## config.mk

```make
export PLATFORM = sky130hd
export DESIGN_NAME = alu_ctrl_flat
export DESIGN_NICKNAME = d
export VERILOG_FILES = /design/src/rtl/alu_ctrl_if.sv /design/src/rtl/alu_ctrl.sv /design/src/flat_wrapper.sv
export SDC_FILE = /design/constraint.sdc
export NUM_CORES = 1
export LEC_CHECK = 0
export BUFFER_PORTS_ARGS = -buffer_cell sky130_fd_sc_hd__buf_2
export CAP_MARGIN = 20
export CELL_PAD_IN_SITES_DETAIL_PLACEMENT = 1
export CELL_PAD_IN_SITES_GLOBAL_PLACEMENT = 1
export CORE_AREA = 2 2 265 267
export CTS_BUF_LIST = sky130_fd_sc_hd__clkbuf_8
export DETAILED_ROUTE_END_ITERATION = 8
export DIE_AREA = 0 0 267 269
export GPL_TIMING_DRIVEN = 0
export HOLD_SLACK_MARGIN = 0.15
export PLACE_DENSITY_LB_ADDON = 0.1
export REMOVE_ABC_BUFFERS = 1
export SKIP_CTS_REPAIR_TIMING = 1
export SLEW_MARGIN = 20
export SYNTH_ARGS = -nofsm -noshare
export SYNTH_HDL_FRONTEND = slang
export SYNTH_SLANG_ARGS = --single-unit
```

## constraint.sdc

```tcl
create_clock -name clk -period 13.2 [get_ports clk]
set_clock_uncertainty 0.15 [all_clocks]
set_input_delay 0.66 -clock clk [delete_from_list [all_inputs] [get_ports clk]]
set_output_delay 0.66 -clock clk [all_outputs]
set_load 0.05 [all_outputs]
```

## src/rtl/alu_ctrl_if.sv

```systemverilog
`default_nettype none
// ============================================================================
//  Module   : alu_ctrl_if
//  Brief    : Decoder handshake, external ALU, status and debug bundle for alu_ctrl.
//  Revision : 1.0
// ============================================================================
interface alu_ctrl_if;
    logic        in_valid;
    logic        in_ready;
    logic [3:0]  in_op;
    logic [3:0]  in_rdest;
    logic [3:0]  in_rsrc;
    logic [15:0] in_imm;
    logic        in_imm_sel;
    logic [15:0] alu_a;
    logic [15:0] alu_b;
    logic [3:0]  alu_op;
    logic        alu_cin;
    logic [15:0] alu_c;
    logic [4:0]  alu_flags;
    logic        done;
    logic        illegal;
    logic [15:0] result;
    logic [4:0]  psr;
    logic [3:0]  dbg_addr;
    logic [15:0] dbg_data;

    // Environment side: instruction source, external ALU and debug reader.
    modport master (
        output in_valid, in_op, in_rdest, in_rsrc, in_imm, in_imm_sel,
        input  in_ready,
        input  alu_a, alu_b, alu_op, alu_cin,
        output alu_c, alu_flags,
        input  done, illegal, result, psr,
        output dbg_addr,
        input  dbg_data
    );

    // Controller side.
    modport slave (
        input  in_valid, in_op, in_rdest, in_rsrc, in_imm, in_imm_sel,
        output in_ready,
        output alu_a, alu_b, alu_op, alu_cin,
        input  alu_c, alu_flags,
        output done, illegal, result, psr,
        input  dbg_addr,
        output dbg_data
    );
endinterface
`default_nettype wire

```

## src/rtl/alu_ctrl.sv

```systemverilog
`default_nettype none
// ============================================================================
//  Module   : alu_ctrl
//  Brief    : 4-state sequencer driving an external 16-bit ALU, 16x16 regfile, 5-bit PSR.
//             Define ALU_CTRL_B2B_EN to accept a new instruction during WB.
//  Revision : 1.0
// ============================================================================
module alu_ctrl (
    input  logic       clk,
    input  logic       reset,
    alu_ctrl_if.slave  bus
);
    localparam logic [3:0] C_OP_AND  = 4'b0001;
    localparam logic [3:0] C_OP_OR   = 4'b0010;
    localparam logic [3:0] C_OP_XOR  = 4'b0011;
    localparam logic [3:0] C_OP_ADD  = 4'b0101;
    localparam logic [3:0] C_OP_ADDU = 4'b0110;
    localparam logic [3:0] C_OP_ADDC = 4'b0111;
    localparam logic [3:0] C_OP_SUB  = 4'b1001;
    localparam logic [3:0] C_OP_SUBC = 4'b1010;
    localparam logic [3:0] C_OP_CMP  = 4'b1011;
    localparam logic [3:0] C_OP_MOV  = 4'b1101;

    typedef enum logic [1:0] {
        S_IDLE = 2'd0,
        S_READ = 2'd1,
        S_EXEC = 2'd2,
        S_WB   = 2'd3
    } state_t;

    state_t      r_state;
    state_t      w_state_nxt;
    logic        w_in_ready;
    logic        w_accept;
    logic        w_legal;
    logic        w_psr_en;
    logic        w_wr_en;
    logic        w_exec;

    logic [3:0]  r_op;
    logic [3:0]  r_rdest;
    logic [3:0]  r_rsrc;
    logic [15:0] r_imm;
    logic        r_imm_sel;
    logic [15:0] r_a;
    logic [15:0] r_b;
    logic [15:0] r_res;
    logic [4:0]  r_flg;
    logic [4:0]  r_psr;
    logic [15:0] r_result;
    logic [15:0] r_rf [16];

    always_comb begin
        w_state_nxt = r_state;
        w_in_ready  = 1'b0;
        case (r_state)
            S_IDLE: begin
                w_in_ready = 1'b1;
                if (bus.in_valid) begin
                    w_state_nxt = S_READ;
                end
            end
            S_READ:  w_state_nxt = S_EXEC;
            S_EXEC:  w_state_nxt = S_WB;
            S_WB: begin
`ifdef ALU_CTRL_B2B_EN
                w_in_ready  = 1'b1;
                w_state_nxt = bus.in_valid ? S_READ : S_IDLE;
`else
                w_state_nxt = S_IDLE;
`endif
            end
            default: w_state_nxt = S_IDLE;
        endcase
    end

    assign w_accept = bus.in_valid && w_in_ready;
    assign w_exec   = (r_state == S_EXEC);

    always_comb begin
        w_legal  = 1'b0;
        w_psr_en = 1'b0;
        case (r_op)
            C_OP_AND, C_OP_OR, C_OP_XOR, C_OP_ADDU, C_OP_MOV: w_legal = 1'b1;
            C_OP_ADD, C_OP_ADDC, C_OP_SUB, C_OP_SUBC, C_OP_CMP: begin
                w_legal  = 1'b1;
                w_psr_en = 1'b1;
            end
            default: begin
                w_legal  = 1'b0;
                w_psr_en = 1'b0;
            end
        endcase
    end

    // CMP only updates flags; its difference is discarded.
    assign w_wr_en = w_legal && (r_op != C_OP_CMP);

    always_ff @(posedge clk or posedge reset) begin
        if (reset) begin
            r_state   <= S_IDLE;
            r_op      <= '0;
            r_rdest   <= '0;
            r_rsrc    <= '0;
            r_imm     <= '0;
            r_imm_sel <= 1'b0;
            r_a       <= '0;
            r_b       <= '0;
            r_res     <= '0;
            r_flg     <= '0;
            r_psr     <= '0;
            r_result  <= '0;
            for (int i = 0; i < 16; i++) begin
                r_rf[i] <= '0;
            end
        end else begin
            r_state <= w_state_nxt;
            if (w_accept) begin
                r_op      <= bus.in_op;
                r_rdest   <= bus.in_rdest;
                r_rsrc    <= bus.in_rsrc;
                r_imm     <= bus.in_imm;
                r_imm_sel <= bus.in_imm_sel;
            end
            if (r_state == S_READ) begin
                r_a <= r_rf[r_rdest];
                r_b <= r_imm_sel ? r_imm : r_rf[r_rsrc];
            end
            if (w_exec) begin
                r_res <= (r_op == C_OP_MOV) ? r_b : bus.alu_c;
                r_flg <= bus.alu_flags;
            end
            if (r_state == S_WB) begin
                if (w_wr_en) begin
                    r_rf[r_rdest] <= r_res;
                    r_result      <= r_res;
                end
                if (w_psr_en) begin
                    r_psr <= r_flg;
                end
            end
        end
    end

    // The ALU is only presented with operands while executing.
    assign bus.alu_a    = w_exec ? r_a      : 16'h0000;
    assign bus.alu_b    = w_exec ? r_b      : 16'h0000;
    assign bus.alu_op   = w_exec ? r_op     : 4'b0000;
    assign bus.alu_cin  = w_exec ? r_psr[3] : 1'b0;

    assign bus.in_ready = w_in_ready;
    assign bus.done     = (r_state == S_WB);
    assign bus.illegal  = (r_state == S_WB) && !w_legal;
    assign bus.result   = r_result;
    assign bus.psr      = r_psr;
    assign bus.dbg_data = r_rf[bus.dbg_addr];
endmodule
`default_nettype wire
```

## src/flat_wrapper.sv

```systemverilog
// flat-port wrapper written by rule: the top's interface ports become plain ports
module alu_ctrl_flat 
  (clk, reset, bus_in_valid, bus_in_op, bus_in_rdest, bus_in_rsrc, bus_in_imm, bus_in_imm_sel, bus_in_ready, bus_alu_a, bus_alu_b, bus_alu_op, bus_alu_cin, bus_alu_c, bus_alu_flags, bus_done, bus_illegal, bus_result, bus_psr, bus_dbg_addr, bus_dbg_data);
  alu_ctrl_if bus_i ();
  input  logic clk;
  input  logic reset;
  input wire logic [$bits(bus_i.in_valid)-1:0] bus_in_valid;
  input wire logic [$bits(bus_i.in_op)-1:0] bus_in_op;
  input wire logic [$bits(bus_i.in_rdest)-1:0] bus_in_rdest;
  input wire logic [$bits(bus_i.in_rsrc)-1:0] bus_in_rsrc;
  input wire logic [$bits(bus_i.in_imm)-1:0] bus_in_imm;
  input wire logic [$bits(bus_i.in_imm_sel)-1:0] bus_in_imm_sel;
  output wire logic [$bits(bus_i.in_ready)-1:0] bus_in_ready;
  output wire logic [$bits(bus_i.alu_a)-1:0] bus_alu_a;
  output wire logic [$bits(bus_i.alu_b)-1:0] bus_alu_b;
  output wire logic [$bits(bus_i.alu_op)-1:0] bus_alu_op;
  output wire logic [$bits(bus_i.alu_cin)-1:0] bus_alu_cin;
  input wire logic [$bits(bus_i.alu_c)-1:0] bus_alu_c;
  input wire logic [$bits(bus_i.alu_flags)-1:0] bus_alu_flags;
  output wire logic [$bits(bus_i.done)-1:0] bus_done;
  output wire logic [$bits(bus_i.illegal)-1:0] bus_illegal;
  output wire logic [$bits(bus_i.result)-1:0] bus_result;
  output wire logic [$bits(bus_i.psr)-1:0] bus_psr;
  input wire logic [$bits(bus_i.dbg_addr)-1:0] bus_dbg_addr;
  output wire logic [$bits(bus_i.dbg_data)-1:0] bus_dbg_data;
  assign bus_i.in_valid = bus_in_valid;
  assign bus_i.in_op = bus_in_op;
  assign bus_i.in_rdest = bus_in_rdest;
  assign bus_i.in_rsrc = bus_in_rsrc;
  assign bus_i.in_imm = bus_in_imm;
  assign bus_i.in_imm_sel = bus_in_imm_sel;
  assign bus_in_ready = bus_i.in_ready;
  assign bus_alu_a = bus_i.alu_a;
  assign bus_alu_b = bus_i.alu_b;
  assign bus_alu_op = bus_i.alu_op;
  assign bus_alu_cin = bus_i.alu_cin;
  assign bus_i.alu_c = bus_alu_c;
  assign bus_i.alu_flags = bus_alu_flags;
  assign bus_done = bus_i.done;
  assign bus_illegal = bus_i.illegal;
  assign bus_result = bus_i.result;
  assign bus_psr = bus_i.psr;
  assign bus_i.dbg_addr = bus_dbg_addr;
  assign bus_dbg_data = bus_i.dbg_data;
  alu_ctrl u_core (.clk(clk), .reset(reset), .bus(bus_i));
endmodule
```

==> results.md <==
- Final cell count without fillers: 2580
- Syn Area/Cell: 14.6 um^2
- CTS root buf: clkbuf_8
- TritonCTS clock tree: built
- Number of distinct library cells after synthesis: 38
- Kind of critical path: input port to primary output
- Final instance area: 0.0248 mm^2
- Vias in the first global route: approximately 15000
- Share of the synthesized area in the top cell type: approximately 44%
- CP Max Fanout: 42
- Arr. time, crit path: ~2.8 ns
- CTS Buf Count: 74
- Row count: 97
- Final TNS setup: 0 ns
- Core Footprint: around 0.069 mm^2
- Die width: 267 um
- Sink Count: 361
- Synth Area in Compound Gates: 4.18%
- Status: complete, no violations
- Fraction of layout cells with a size suffix above 1: between 50% and 60%
- Synth top area cells: dfrtp_1, mux4_2, mux2_2
- Final ANT Viol Nets: 0
- Xor/xnor share of the synthesized area: less than 1%
- Number of I/O pins: 134
- Initial antenna violation count: 1
- GR Overflow Total: 0
- Area delta synth->final: 21.5%
- Initial Utilization: between 20 and 30%
- Multiplexer share of the synthesized area: about 43%
- Power density over the cells: ~250 mW/mm^2
- Total track usage: 20.5%
- H-tree depth: 3
- Count of maximum capacitance violations: 0
- Placed inst area: between 0.02 and 0.025 mm^2
- Synth Flop Type: dfrtp_1
- Detailed Route Iter0 Violations: 724
- Routed vias: ~13000
- Sequential-to-total area share from yosys stat: roughly 44%
- Bufs on Longest Clock Path: 3
- Least-Margin Pin Slew: around 1.2 ns
- Routed vias/inst: between 5 and 6
- Slew HR: 20.8%
- Leakage dissipation: 0.0108 uW
- Detailed Route WL: ~70000 um
- Synthesized area: between 0.02 and 0.025 mm^2
- Count leader, synth: dfrtp_1
- Final Max Tran Viols: 0
- Die Y: 269 um
- Simple-gate area share of the yosys netlist: under 10%
- Max VDD drop: around 0.13 mV
- DR WL/cell: roughly 28 um
- Unrepaired setup endpoints after global routing: false
- Post-layout util: ~36%
- Yosys reg bits: 361
- Routability cong.: ~0.73
- Setup crit start kind: input port
- Hold Slack: 0.161 ns
- Worst EP required: about 12 ns
- Largest net degree at the start of global routing: 90
- Post-Synth Adder-Cell Area: less than 1%
- Cell taking the most area after synthesis: dfrtp_1
- Clock latency on the worst-skew pair: around 0.65 ns
- Yosys warning count: 0
- Synth Instances: between 1000 and 1500
- Final #Nets: ~1600
- Post-synth EDFFs: 0
- Setup violators final: 0
- Drt first pass iters: 5
- Critical path endpoint category: primary output
- Async set-reset flop share out of synthesis: between 90% and 100%
- Die footprint: around 0.072 mm^2
- Tmin final: 3.58 ns
- Final Cycle Share: 27.1%
- Reg2reg setup slack: between 9 and 10 ns
- Clock-pin slew on the worst setup and hold paths: ~0.06 ns
- Achievable Freq: between 200 and 300 MHz
- Placed cells: about 2400
- Fin. Hold Viols: 0
- First-pass GRT wire length: 106000 um
- PortBufs: roughly 130
- Largest family of logic cells by synthesized area: multiplexers
- Detailed Place HPWL: 47400 um
- DRC errors left: 0
- Hold Path Class: input port to flop
- Post-synth top cells: dfrtp_1, mux2_2, mux4_2, mux2i_1, mux2_4
==> metrics by stage <==
stage | worst slack, ns | total power, uW
2_1_floorplan | 2.37 | 4060
3_3_place_gp | -2.91 | 5030
3_5_place_dp | 9.57 | 5150
4_1_cts | 9.57 | 6360
5_1_grt | 9.52 | 6670
6_report | 9.62 | 6270
==> power breakdown <==
| part | total (uW) | leakage [uW] | switching (uW) | internal, uW |
|---|---|---|---|---|
| combinational | 2830 | 0.00535 | 1430 | 1390 |
| sequential | 2270 | 0.00462 | 699 | 1570 |
| clock | 1170 | 0.000839 | 522 | 650 |
==> metal layers <==
metal | track usage [%] | part of all wire (%) | vias up
li1 | - | - | 5779
met1 | 28.0 | 46 | 7357
met2 | 33.5 | 48 | 265
met3 | 3.11 | 3.4 | 93
met4 | 6.29 | 2.1 | 0
met5 | 0 | 0 | -
==> cell type report <==
| class | count | area [um^2] |
|---|---|---|
| clock inverters | 29 | 119 |
| clock buffers | 97 | 1340 |
| inverters | 5 | 26.3 |
| multi-input cells | 911 | 10900 |
| diodes | 2 | 5.00 |
| well taps | 940 | 1180 |
| flip-flops and latches | 361 | 9050 |
| fillers | 7206 | 44500 |
| repair buffers | 235 | 2240 |
==> worst max-delay path, stage by stage <==
cell and delay (ns):
buf_6 0.30, buf_16 0.35, mux4_2 0.57, mux4_2 0.56
buf_2 0.25
==> flip-flops by register name, indices dropped and copies added, names as in the netlist <==
| signal | flops |
|---|---|
| u_core.r_rf | 256 |
| u_core.r_res | 16 |
| u_core.r_imm | 16 |
| u_core.bus.result | 16 |
| u_core.r_rdest | 4 |
| u_core.r_b | 16 |
| u_core.r_rsrc | 4 |
| u_core.r_flg | 5 |
| u_core.r_a | 16 |
| u_core.r_state | 2 |
| u_core.bus.psr | 5 |
| u_core.r_op | 4 |
| u_core.r_imm_sel | 1 |
==> worst paths after layout <==
| path | start | endpoint | cells after the start |
|---|---|---|---|
| setup / recovery | bus_dbg_addr[0] | bus_dbg_data[7] | 5 |
| hold / removal | bus_alu_c[9] | u_core.r_res[9] | 3 |
| setup reg to reg | u_core.r_rdest[0] | u_core.r_rf[237] | 8 |
| hold reg to reg | u_core.bus.result[15] | u_core.bus.result[15] | 1 |
| max in group asynchronous | reset | u_core.r_a[6] | 5 |
| min in group asynchronous | reset | u_core.r_imm[0] | 3 |
==> cell usage in the layout (no fill, tap or decap), types with 17 or more instances in the layout <==
master         Yosys  final
nand2_1           68     67
mux2_4            90     90
nor2_1            37     36
dlygate4sd3_1      0     38
mux2i_1           96     96
buf_8              0     30
buf_2             43    131
and2_1            39     37
a21oi_1           28     28
mux2_2           221    221
dfrtp_1          361    354
o21ai_0           17     17
inv_1              4     28
a22oi_1           48     48
buf_16             0     20
mux4_2           176    176
clkbuf_8           0     97
==> logic make-up after synthesis <==
| kind of cell | count (synthesis) |
|---|---|
| AO/OA/AOI/OAI | 130 |
| XOR/XNOR | 1 |
| adder cells (fa/ha/maj) | 4 |
| buffers and inverters | 127 |
| flip-flops | 361 |
| multiplexers | 583 |
| AND/OR/NAND/NOR | 193 |
(Power assumes the default switching activity.)
